$ cat src/rtl/uart_pkg.sv
// Shared UART definitions: parity modes, receiver FSM states, baud divider helpers.
package uart_pkg;
  localparam int PAR_NONE = 0;
  localparam int PAR_ODD  = 1;
  localparam int PAR_EVEN = 2;

  typedef enum logic [2:0] {
    ST_IDLE,
    ST_START,
    ST_DATA,
    ST_PARITY,
    ST_STOP,
    ST_BREAK_WAIT
  } rx_state_e;

  function automatic int baud_div(input int clk_freq, input int baud, input int oversample);
    return clk_freq / (baud * oversample);
  endfunction

  // Width of a counter that runs 0..n-1.
  function automatic int cnt_width(input int n);
    return (n <= 2) ? 1 : $clog2(n);
  endfunction

  function automatic logic maj3(input logic a, input logic b, input logic c);
    return (a & b) | (a & c) | (b & c);
  endfunction
endpackage

$ cat src/rtl/uart_baud_tick.sv
// Free-running baud divider: tick_o pulses for one clock every DIV clocks.
module uart_baud_tick
  import uart_pkg::*;
#(
  parameter int DIV = 651
) (
  input  logic clk_i,
  input  logic rst_i,
  output logic tick_o
);
  localparam int CW = cnt_width(DIV);
  localparam logic [CW-1:0] LAST = CW'(DIV - 1);

  logic [CW-1:0] cnt_q, cnt_d;

  assign tick_o = (cnt_q == LAST);
  assign cnt_d  = tick_o ? '0 : cnt_q + 1'b1;

  always_ff @(posedge clk_i) begin
    if (rst_i) cnt_q <= '0;
    else       cnt_q <= cnt_d;
  end
endmodule

$ cat src/rtl/uart_rx_param.sv
// Parametrised UART receiver: 2-flop sync, 3-sample majority vote, parity/framing/overrun
// flags, and a held output word released through a valid/ready handshake.
module uart_rx_param
  import uart_pkg::*;
#(
  parameter int CLK_FREQ   = 100000000,
  parameter int BAUD       = 9600,
  parameter int OVERSAMPLE = 16,
  parameter int DATA_BITS  = 8,
  parameter int PARITY     = PAR_NONE,
  parameter int STOP_BITS  = 1
) (
  input  logic                 clk_fpga,
  input  logic                 reset,
  input  logic                 rxd,
  output logic [DATA_BITS-1:0] rx_data,
  output logic                 rx_valid,
  input  logic                 rx_ready,
  output logic                 parity_err,
  output logic                 frame_err,
  output logic                 overrun,
  output logic                 busy
);
  localparam int DIV = baud_div(CLK_FREQ, BAUD, OVERSAMPLE);
  localparam int SW  = cnt_width(OVERSAMPLE);
  localparam int M   = OVERSAMPLE / 2;
  localparam logic [SW-1:0] S_LO   = SW'(M - 1);
  localparam logic [SW-1:0] S_MID  = SW'(M);
  localparam logic [SW-1:0] S_HI   = SW'(M + 1);
  localparam logic [SW-1:0] S_LAST = SW'(OVERSAMPLE - 1);
  localparam logic [3:0]    B_DATA_LAST = 4'(DATA_BITS - 1);
  localparam logic [3:0]    B_STOP_LAST = 4'(STOP_BITS - 1);
  localparam logic          PAR_INV = (PARITY == PAR_ODD);

  rx_state_e            state_q, state_d;
  logic                 sync1_q, sync2_q, rxd_s, tick;
  logic [SW-1:0]        samp_q, samp_d;
  logic [3:0]           bit_q, bit_d;
  logic [1:0]           smp_q, smp_d;
  logic                 vote_q, vote_d, vote_now;
  logic [DATA_BITS-1:0] sh_q, sh_d, data_q, data_d;
  logic                 perr_q, perr_d, ferr_q, ferr_d, frame_now, commit;
  logic                 valid_q, valid_d, perr_out_q, perr_out_d, ferr_out_q, ferr_out_d;
  logic                 ovr_q, ovr_d;

  uart_baud_tick #(.DIV(DIV)) u_tick (
    .clk_i  (clk_fpga),
    .rst_i  (reset),
    .tick_o (tick)
  );

  assign rxd_s     = sync2_q;
  assign vote_now  = maj3(smp_q[0], smp_q[1], rxd_s);
  assign frame_now = ferr_q | ~vote_now;

  always_ff @(posedge clk_fpga) begin
    if (reset) begin
      sync1_q    <= 1'b1;
      sync2_q    <= 1'b1;
      state_q    <= ST_IDLE;
      samp_q     <= '0;
      bit_q      <= '0;
      smp_q      <= '0;
      vote_q     <= 1'b0;
      sh_q       <= '0;
      perr_q     <= 1'b0;
      ferr_q     <= 1'b0;
      data_q     <= '0;
      valid_q    <= 1'b0;
      perr_out_q <= 1'b0;
      ferr_out_q <= 1'b0;
      ovr_q      <= 1'b0;
    end else begin
      sync1_q    <= rxd;
      sync2_q    <= sync1_q;
      state_q    <= state_d;
      samp_q     <= samp_d;
      bit_q      <= bit_d;
      smp_q      <= smp_d;
      vote_q     <= vote_d;
      sh_q       <= sh_d;
      perr_q     <= perr_d;
      ferr_q     <= ferr_d;
      data_q     <= data_d;
      valid_q    <= valid_d;
      perr_out_q <= perr_out_d;
      ferr_out_q <= ferr_out_d;
      ovr_q      <= ovr_d;
    end
  end

  always_comb begin
    state_d    = state_q;
    samp_d     = samp_q;
    bit_d      = bit_q;
    smp_d      = smp_q;
    vote_d     = vote_q;
    sh_d       = sh_q;
    perr_d     = perr_q;
    ferr_d     = ferr_q;
    data_d     = data_q;
    valid_d    = valid_q;
    perr_out_d = perr_out_q;
    ferr_out_d = ferr_out_q;
    ovr_d      = ovr_q;

    if (tick) begin
      if (samp_q == S_LO)  smp_d[0] = rxd_s;
      if (samp_q == S_MID) smp_d[1] = rxd_s;
      if (samp_q == S_HI)  vote_d   = vote_now;
      samp_d = (samp_q == S_LAST) ? '0 : samp_q + 1'b1;

      unique case (state_q)
        ST_IDLE: if (!rxd_s) begin
          state_d = ST_START;
          samp_d  = '0;
          perr_d  = 1'b0;
          ferr_d  = 1'b0;
        end
        ST_START: if (samp_q == S_LAST) begin
          state_d = vote_q ? ST_IDLE : ST_DATA;
          bit_d   = '0;
        end
        ST_DATA: if (samp_q == S_LAST) begin
          sh_d = {vote_q, sh_q[DATA_BITS-1:1]};
          if (bit_q == B_DATA_LAST) begin
            bit_d   = '0;
            state_d = (PARITY != PAR_NONE) ? ST_PARITY : ST_STOP;
          end else begin
            bit_d = bit_q + 1'b1;
          end
        end
        ST_PARITY: if (samp_q == S_LAST) begin
          perr_d  = vote_q != ((^sh_q) ^ PAR_INV);
          bit_d   = '0;
          state_d = ST_STOP;
        end
        // The final stop bit commits early, at its last vote sample.
        ST_STOP: if (bit_q == B_STOP_LAST) begin
          if (samp_q == S_HI) begin
            ferr_d  = frame_now;
            state_d = frame_now ? ST_BREAK_WAIT : ST_IDLE;
          end
        end else if (samp_q == S_LAST) begin
          ferr_d = ferr_q | ~vote_q;
          bit_d  = bit_q + 1'b1;
        end
        ST_BREAK_WAIT: if (rxd_s) state_d = ST_IDLE;
        default: state_d = ST_IDLE;
      endcase
    end

    if (valid_q && rx_ready) valid_d = 1'b0;
    if (commit) begin
      if (!valid_q || rx_ready) begin
        valid_d    = 1'b1;
        data_d     = sh_q;
        perr_out_d = perr_q;
        ferr_out_d = frame_now;
      end else begin
        ovr_d = 1'b1;
      end
    end
  end

  always_comb begin
    busy   = (state_q != ST_IDLE);
    commit = tick && (state_q == ST_STOP) && (bit_q == B_STOP_LAST) && (samp_q == S_HI);
  end

  assign rx_data    = data_q;
  assign rx_valid   = valid_q;
  assign parity_err = perr_out_q;
  assign frame_err  = ferr_out_q;
  assign overrun    = ovr_q;
endmodule
$ cat config.mk
export PLATFORM = sky130hd
export DESIGN_NAME = uart_rx_param
export DESIGN_NICKNAME = d
export VERILOG_FILES = /design/src/rtl/uart_pkg.sv /design/src/rtl/uart_baud_tick.sv /design/src/rtl/uart_rx_param.sv
export SDC_FILE = /design/constraint.sdc
export NUM_CORES = 1
export LEC_CHECK = 0
export ABC_AREA = 1
export CAP_MARGIN = 20
export CORE_ASPECT_RATIO = 1.4
export CORE_MARGIN = 2
export CORE_UTILIZATION = 58
export DETAILED_ROUTE_END_ITERATION = 7
export HOLD_SLACK_MARGIN = 0.05
export PLACE_DENSITY = 0.77
export SLEW_MARGIN = 20
export SYNTH_ARGS = -nofsm -noshare
export SYNTH_HDL_FRONTEND = slang
export SYNTH_SLANG_ARGS = --single-unit
$ cat constraint.sdc
create_clock -name clk_fpga -period 2 [get_ports clk_fpga]
set_clock_uncertainty 0.15 [all_clocks]
set_input_delay 0.2 -clock clk_fpga [delete_from_list [all_inputs] [get_ports clk_fpga]]
set_output_delay 0.2 -clock clk_fpga [all_outputs]
set_load 0.01 [all_outputs]
Word level (Yosys, flattened, before mapping):

Index checks and enable logic that the tools add are counted.

* bits in registers: 48
* output and inout port bits: 13
* logic and storage cells: 110

* $add $sub $neg: 3
* equality and inequality tests: 25
* multiplexer cells: 30
* bitwise logic cells: 10
* reduce and logical (&&, ||, !) cells: 25

Operators by type and width (count)
* 2-to-1 mux 4 bit: 8
* 2-to-1 mux 3 bit: 9
* case mux 3 bit (6 select lines): 1
* != test 2 bit (second input constant): 8
* equality test 4 bit (second input constant): 3
* case mux 4 bit (3 select lines): 1
* adder 10 x 1 -> 10 bit (second input constant): 1
* equality test 10 bit (second input constant): 1
* AND reduction 2 bit: 5
* AND reduction 9 bit: 1
* adder 4 x 1 -> 4 bit (second input constant): 2
* equality test 4 x 3 -> 1 bit (second input constant): 2
* 2-to-1 mux 1 bit: 8
* XOR reduction 8 bit: 1
* equality test 3 x 2 -> 1 bit (second input constant): 2
* equality test 3 bit (second input constant): 2
* != test 2 x 1 -> 1 bit (second input constant): 3
* != test 3 x 2 -> 1 bit (second input constant): 2
* AND reduction 6 bit: 1
* nonzero test 3 bit: 2
* AND reduction 5 bit: 1
* logical AND 1 bit: 4
* zero test 4 bit: 1
* bitwise OR 1 bit: 4
* other kinds (13): 20

Depth between registers and ports, before layout:

Gate-level depths: netlist of run 1.

* word-level depth: 9
* gate-level depth with buffers: 12
* gate-level depth less buffers: 12

Hierarchy:

A second synthesis of run 1 with hierarchy kept.

* cells, all modules: 341
* area, all modules: 2441.1 µm²

By module, submodules not included
* uart_rx_param: instances 1, cells each 276, area an instance 1935.6 µm², seq. area each 760.7 µm²
* uart_baud_tick: instances 1, cells each 65, area an instance 505.5 µm², seq. area each 200.2 µm²

Worst setup path before layout of run 1:

Ideal clock, no wire load.

* path kind: register to register
* from: register u_tick.cnt_q[0]
* to: register perr_out_q (netlist: parity_err)
* setup time: 0.116 ns
* data arrival time: 1.417 ns
* required time: 1.734 ns
* setup slack: 0.318 ns
* cell stages (with the launch flop): 12
* path buffers: 0
* period minus slack after synthesis: 1.682 ns
* cells stage by stage: dfxtp_1 -> inv_1 -> ha_1 -> inv_1 -> nor2_1 -> nand3_2 -> nor2_4 -> nand2_4 -> nor2_2 -> nand2_2 -> nor2_1 -> nor2_1

* cells in the longest elaborated chain, start to end: 5

RTL lines
* from (decl): RTL line uart_baud_tick.sv:14 `logic [CW-1:0] cnt_q, cnt_d;`
* from (signal assigned): RTL line uart_baud_tick.sv:21 `else cnt_q <= cnt_d;`
* equality test 10 bit: RTL line uart_baud_tick.sv:16 `assign tick_o = (cnt_q == LAST);`
* logical AND 1 bit (3 in a row): RTL line uart_rx_param.sv:168 `commit = tick && (state_q == ST_STOP) && (bit_q == B_STOP_LAST) && (samp_q == S_HI);`
* AND reduction 2 bit (no source line)
* to (signal assigned): RTL line uart_rx_param.sv:86 `perr_out_q <= perr_out_d;`
* to (decl): RTL line uart_rx_param.sv:43 `logic valid_q, valid_d, perr_out_q, perr_out_d, ferr_out_q, ferr_out_d;`

Every way passes these cells.
A chain may end at the register's enable or synchronous reset.

Final worst setup path of run 1:

* from: register u_tick.cnt_q[0]
* to: register data_q[4] (netlist: rx_data[4])

* cells in the longest elaborated chain, start to end: 5

RTL lines
* equality test 10 bit: RTL line uart_baud_tick.sv:16
* logical AND 1 bit (3 in a row): RTL line uart_rx_param.sv:168
* AND reduction 2 bit (no source line)
* to (signal assigned): RTL line uart_rx_param.sv:84 `data_q <= data_d;`
* to (decl): RTL line uart_rx_param.sv:41 `logic [DATA_BITS-1:0] sh_q, sh_d, data_q, data_d;`

Every way passes these cells.

==> flow_summary_export.csv, run 1 <==
group,metric,value,unit
status,status,"finished clean",
synthesis,seq_area_frac_synth,0.378,
clocking,cts_max_level,2,
synthesis,synth_area_per_cell,6.62,sq um
drt,wl_per_cell,11.6,microns
layout,fillerInstances,373,
power_and_ir_drop,switching_share,0.211,
layout,drive_above_1_share,0.109,
layout,register_area,965,sq um
worst_setup_path,crit_arrival,1.95,ns
sta,period_share,0.933,
worst_setup_path,critPathCaptureType,"register",
synthesis,ys_ff_latch,48,
power_and_ir_drop,leakage,1.25,nW
synthesis,netlist_area,2540,sq um
min_path,hold_start,"sync1_q$_SDFF_PP1_",
synthesis,synth_fp_nets,395,
worst_setup_path,worst_r2r_startpoint,"u_tick.cnt_q[0]$_SDFF_PP0_",
drt,drtIter0Drc,144,
clocking,postCtsHoldBufs,0,
sta,drv_slew,0,
floorplanning,die_area,4930,sq um
drt,vias,2420,
floorplanning,die_h,82.3,microns
power_and_ir_drop,p_int,1.22,mW
grt,antenna_found_initial,0,
power_and_ir_drop,peakVddDrop,0.000289,V
synthesis,synth.distinct_cells,29,
clocking,clk_pin_slew,0.08,ns
sta,tightest_slew,0.400,ns
floorplanning,die_x,59.9,microns
grt,grt_overflow,0,
clocking,clock-sinks,48,
placement,port_buffers,16,
sta,min_period,1.87,ns
sta,relSlewSlack,0.732,
grt,grt_max_degree,25,
synthesis,ys_warn_count,0,
grt,grt_pass1_wl,9080,microns
layout,fin_util,0.690,
power_and_ir_drop,p_per_area,533,nW/um^2
sta,grt_setup_unrepaired,"yes",
drt,dr.pass1.iters,4,
placement,place_hpwl,4150,microns
run,maxCapViolations,0,
drt,postRouteAntennaNets,0,
sta,finalWorstSetupSlack,0.133,ns
drt,via_per_inst,5.30,
layout,fin_area,2900,sq um
floorplanning,ios,17,
floorplanning,initial_utilization,0.604,
floorplanning,core.rowCount,28,
clocking,clock-root-buffer,"clkbuf_8",
placement,place_area,2770,sq um
sta,hold_ws,0.267,ns
worst_setup_path,required,2.08,ns
floorplanning,coreArea,4200,sq um
layout,antenna_cells,0,
grt,grt_pass1_vias,2163,
sta,finalHoldViolations,0,
placement,finalWeightedCongestion,0.909,
layout,fin_cells,457,
min_path,hp-class,"reg -> reg",
placement,place_inst,445,
sta,max_freq,536,MHz
synthesis,syn_inst,384,
layout,multi_input_area,1350,sq um
drt,wl,5300,microns
power_and_ir_drop,seqPwrFrac,0.626,
power_and_ir_drop,pwr-share-clk,0.342,
worst_setup_path,worstSetupPathType,"reg -> reg",
sta,finalSetupTns,0,ns
clocking,clockBufferDepth,2,
grt,track_usage,0.239,
worst_setup_path,start_kind,"register",
layout,nets,423,
drt,remaining_drc_errors,0,
layout,synthToLayoutAreaGrowth,14.2,%
clocking,cts_buffers,5,
clocking,cts_tree,"built",
placement,post-place-ws,0.0656,ns
sta,setup_violations,0,
worst_setup_path,crit_path_start,"u_tick.cnt_q[0]$_SDFF_PP0_",
clocking,clk_latency,0.30,ns
power_and_ir_drop,switching_power,0.326,mW
worst_setup_path,crit_fanout,6,
power_and_ir_drop,power,1.55,mW
power_and_ir_drop,pwr-share-comb,0.032,
final cells by class:
class	count	share of cell area
inverters	55	0.0711
flip-flops and latches	48	0.332
clock inverters	1	0.00172
multi-input cells	275	0.465
clock buffers	6	0.0250
repair buffers	27	0.0858
well taps	45	0.0194
cell usage in the layout (no fill, tap or decap), types with 4 or more instances in the layout:
cell	count
buf_4	9
o21ai_1	5
nor3_1	9
nand3_2	4
ha_1	6
inv_1	50
nor2_2	6
clkdlybuf4s50_1	15
nand3_1	21
a21oi_1	24
nand4_1	5
o21ai_0	24
clkbuf_8	5
nor2_1	60
inv_2	5
dfxtp_1	45
nand2_1	89
state kept, by name, summed over array words and instances, names as in the netlist:
name / count
vote_q: 1
sh_q: 8
smp_q: 2
overrun: 1
frame_err: 1
perr_q: 1
sync1_q: 1
u_tick.cnt_q: 10
samp_q: 4
rx_data: 8
parity_err: 1
ferr_q: 1
rxd_s: 1
rx_valid: 1
state_q: 3
bit_q: 4
final timing paths:
path / end / slack (ns) / cells past startpoint
max reg2reg: rx_data[4]$_SDFFE_PP0P_ / 0.13 / 11
min reg2reg: rxd_s$_SDFF_PP1_ / 0.27 / 1
max: rx_data[4]$_SDFFE_PP0P_ / 0.13 / 11
min: rxd_s$_SDFF_PP1_ / 0.27 / 1
Yosys cell counts:
library cell  instances  share of area
or2_2                 2         0.0049
buf_2                 2         0.0039
dfxtp_1              48           0.38
o21ai_0              27          0.053
nor3b_1               2         0.0059
o21ai_1               2         0.0039
a211oi_1              3         0.0089
inv_2                 5         0.0074
a31oi_1               3         0.0074
inv_1                50          0.074
nand3_1              21          0.041
clkbuf_1              2         0.0030
nor2_4                2         0.0089
nor2_1               61          0.090
o22ai_1               1         0.0025
clkbuf_2              1         0.0020
a21oi_1              24          0.047
nor3_1                9          0.018
nand2_1              89           0.13
ha_1                  7          0.034
nand2_4               2         0.0089
xor2_1                2         0.0069
nand4_1               5          0.012
nor2_2                5          0.012
nand2_2               2         0.0049
xnor2_1               1         0.0034
nor3_4                1         0.0064
buf_4                 1         0.0030
nand3_2               4          0.016
power groups by stage:
stage / sequential [mW] / combinational (mW) / clock [mW]
2_1_floorplan: 0.990 / 0.0322 / 0
5_1_grt: 0.970 / 0.0580 / 0.586
4_1_cts: 0.968 / 0.0483 / 0.545
3_3_place_gp: 0.991 / 0.0480 / 0
6_report: 0.969 / 0.0502 / 0.529
3_5_place_dp: 0.991 / 0.0482 / 0
layer usage:
metal / GRT usage / vias to the layer above / share of wire
met5: 0 / - / 0
met4: 0.0844 / 0 / 0.017
met3: 0.0530 / 9 / 0.025
met2: 0.457 / 36 / 0.54
met1: 0.248 / 1101 / 0.42
li1: - / 1274 / -
critical path, stage by stage (launching register included):
cell and delay [ns]:
dfxtp_2 0.34, inv_1 0.06, ha_2 0.18, inv_1 0.05, nor2_2 0.09, nand3_2 0.10
nor2_4 0.21, nand2_4 0.10, nor3_4 0.21, buf_6 0.14, o21ai_0 0.07, nor2_1 0.11
cells by family after synthesis:
family,count (synthesis),share of synthesized area
xor gates and xnor gates,3,0.0103
and+or+nand+nor,205,0.361
DFF,48,0.378
AOI/OAI and AO/OA,60,0.123
buffers and inverters,61,0.0931
adders and majority gates,7,0.0345
repair_timing:
item,4_1_cts,5_1_grt
gates resized for setup,2,9
buffers inserted,0,5
endpoints found under the setup margin,1,20
pin swaps,0,4
Note: power is estimated with default switching activity, not from simulation.
==> run 2: changes to the inputs <==
--- a/config.mk
+++ b/config.mk
@@ -6,13 +6,14 @@
 export NUM_CORES = 1
 export LEC_CHECK = 0
 export ABC_AREA = 1
-export CAP_MARGIN = 20
+export CAP_MARGIN = 40
 export CORE_ASPECT_RATIO = 1.4
 export CORE_MARGIN = 2
 export CORE_UTILIZATION = 58
 export DETAILED_ROUTE_END_ITERATION = 7
 export HOLD_SLACK_MARGIN = 0.05
 export PLACE_DENSITY = 0.77
+export RECOVER_POWER = 25
 export SLEW_MARGIN = 20
 export SYNTH_ARGS = -nofsm -noshare
 export SYNTH_HDL_FRONTEND = slang
==> constraint.sdc (replaced) <==
create_clock -name clk_fpga -period 1.75 [get_ports clk_fpga]
set_clock_uncertainty 0.15 [all_clocks]
set_input_delay 0.175 -clock clk_fpga [delete_from_list [all_inputs] [get_ports clk_fpga]]
set_output_delay 0.175 -clock clk_fpga [all_outputs]
set_load 0.01 [all_outputs]
==> run 2 against run 1 <==
First-iteration DRC count down 49%. Critical path type unchanged. Critical path depth shrank 1. Flip-flop and latch count is the same.
==> flow_summary_export.csv, run 2 (same netlist as run 1, synthesis figures left out) <==
group,metric,value,unit
layout,largest_register_ffs,10,
worst_setup_path,critPathCaptureType,"register",
worst_setup_path,worstSetupPathType,"reg -> reg",
power_and_ir_drop,leakage,1.36,nW
clocking,clock-sinks,48,
min_path,hold_depth,1,
worst_setup_path,rr_worst_depth,10,
layout,regMostFlops,"u_tick.cnt_q",
min_path,hold_start,"sync1_q$_SDFF_PP1_",
power_and_ir_drop,p_per_area,590,nW/um^2
placement,port_buffers,16,
layout,antenna_cells,0,
min_path,min_to,"rxd_s$_SDFF_PP1_",
worst_setup_path,r2r-end,"rx_data[5]$_SDFFE_PP0P_",
sta,drv_slew,0,
grt,grt_pass1_vias,2278,
sta,setup_violations,0,
clocking,clk_pin_slew,0.09,ns
clocking,cts_buffers,5,
power_and_ir_drop,peakVddDrop,0.000395,V
layout,multi_input_area,1480,sq um
floorplanning,core.rowCount,28,
layout,synthToLayoutAreaGrowth,24.8,%
drt,via_per_inst,5.21,
sta,min_period,1.70,ns
layout,fillerInstances,332,
sta,relSlewSlack,0.647,
drt,vias,2460,
layout,final_cell_mix,"84 x nand2_1, 57 x nor2_1, 42 x inv_1",
sta,max_freq,589,MHz
grt,grt_max_degree,25,
sta,tightest_slew,0.530,ns
layout,nets,437,
run,maxCapViolations,0,
layout,register_area,973,sq um
layout,fin_cells,472,
worst_setup_path,worst_r2r_startpoint,"u_tick.cnt_q[1]$_SDFF_PP0_",
drt,wl_per_cell,11.9,microns
clocking,clk_latency,0.31,ns
floorplanning,initial_utilization,0.604,
floorplanning,coreArea,4200,sq um
drt,drtIter0Drc,73,
drt,dr.pass1.iters,4,
grt,track_usage,0.241,
worst_setup_path,crit_fanout,6,
power_and_ir_drop,power,1.87,mW
sta,grt_setup_unrepaired,"yes",
worst_setup_path,crit_arrival,1.79,ns
status,status,"finished clean",
min_path,hp-class,"reg -> reg",
grt,antenna_found_initial,0,
worst_setup_path,reg2reg_slack,0.05,ns
worst_setup_path,start_kind,"register",
placement,place_inst,459,
floorplanning,die_x,59.9,microns
layout,drive_above_1_share,0.211,
drt,wl,5620,microns
sta,finalHoldViolations,0,
placement,place_hpwl,4210,microns
worst_setup_path,required,1.85,ns
drt,postRouteAntennaNets,0,
drt,remaining_drc_errors,0,
clocking,clock-root-buffer,"clkbuf_8",
floorplanning,ios,17,
clocking,cts_tree,"built",
clocking,cts_max_level,2,
clocking,postCtsHoldBufs,0,
placement,finalWeightedCongestion,0.957,
clocking,clockBufferDepth,2,
floorplanning,die_area,4930,sq um
floorplanning,die_h,82.3,microns
grt,grt_overflow,0,
grt,grt_pass1_wl,9140,microns
layout,layout_commonest_cell,"nand2_1",
sta,period_share,0.970,
## run 2: worst max-delay path, cell delays in order (launching register included)
cell     delay (ns)
dfxtp_2        0.37
ha_4           0.15
inv_2          0.03
nor2_2         0.08
nand3_2        0.09
nor2_4         0.18
nand2_4        0.10
nor3_4         0.15
buf_6          0.16
o21ai_0        0.08
nor2_1         0.10
## run 2: per-stage QoR
step / instance area [sq um] / TNS [ns] / hold WS, ns / util / setup WS (ns)
final: 3170 / 0 / 0.267 / 0.754 / 0.0525
after global routing: 3170 / -0.403 / 0.285 / 0.754 / -0.0545
after CTS: 3040 / -0.0256 / 0.271 / 0.724 / -0.0112
after detailed placement: 2890 / -0.132 / 0.249 / 0.688 / -0.0210
after global placement: 2890 / -0.00827 / 0.242 / 0.688 / -0.00827
after floorplan: 2540 / 0 / 0.129 / - / 0.0675
## run 2: repair_timing
action	4_1_cts	5_1_grt
endpoints found under the hold margin	0	0
setup endpoints to repair	15	35
pin swaps	5	19
setup buffers	4	1
gates resized for setup	13	45
## run 2: final cells by class
| class | count | share of cell area |
|---|---|---|
| Clock inverter | 1 | 0.00237 |
| Clock buffer | 7 | 0.0272 |
| Inverter | 55 | 0.0651 |
| Multi-Input combinational cell | 275 | 0.465 |
| Sequential cell | 48 | 0.307 |
| Tap cell | 45 | 0.0178 |
| Timing Repair Buffer | 41 | 0.116 |
## run 2: worst max path at each step
stage	from	end	slack [ns]	cells past startpoint
2_1_floorplan	u_tick.cnt_q[0]$_SDFF_PP0_	parity_err$_SDFFE_PP0P_	0.07	11
3_3_place_gp	u_tick.cnt_q[0]$_SDFF_PP0_	parity_err$_SDFFE_PP0P_	-0.008	11
3_5_place_dp	u_tick.cnt_q[0]$_SDFF_PP0_	rx_data[7]$_SDFFE_PP0P_	-0.02	10
4_1_cts	u_tick.cnt_q[0]$_SDFF_PP0_	rx_data[7]$_SDFFE_PP0P_	-0.01	11
5_1_grt	samp_q[0]$_SDFFE_PP0P_	state_q[2]$_SDFFE_PP0P_	-0.05	11
6_report	u_tick.cnt_q[1]$_SDFF_PP0_	rx_data[5]$_SDFFE_PP0P_	0.05	10
## run 2: report_power, final
group	leakage (nW)	switching (mW)	internal, mW
combinational	0.929	0.0406	0.0340
clock	0.0445	0.368	0.321
sequential	0.391	0.00851	1.10
## run 2: routing by layer
metal | vias to the layer above | part of all wire | GRT usage
met3 | 8 | 0.019 | 0.0467
met2 | 21 | 0.55 | 0.464
li1 | 1305 | - | -
met4 | 0 | 0.018 | 0.102
met5 | - | 0 | 0
met1 | 1126 | 0.41 | 0.243
==> run 3: changes to the inputs <==
--- a/config.mk
+++ b/config.mk
@@ -6,7 +6,7 @@
 export NUM_CORES = 1
 export LEC_CHECK = 0
 export ABC_AREA = 1
-export CAP_MARGIN = 40
+export CAP_MARGIN = 15
 export CORE_ASPECT_RATIO = 1.4
 export CORE_MARGIN = 2
 export CORE_UTILIZATION = 58
==> results of run 3 <==
No change in the layout: final DEF, timing and power equal those of run 2.
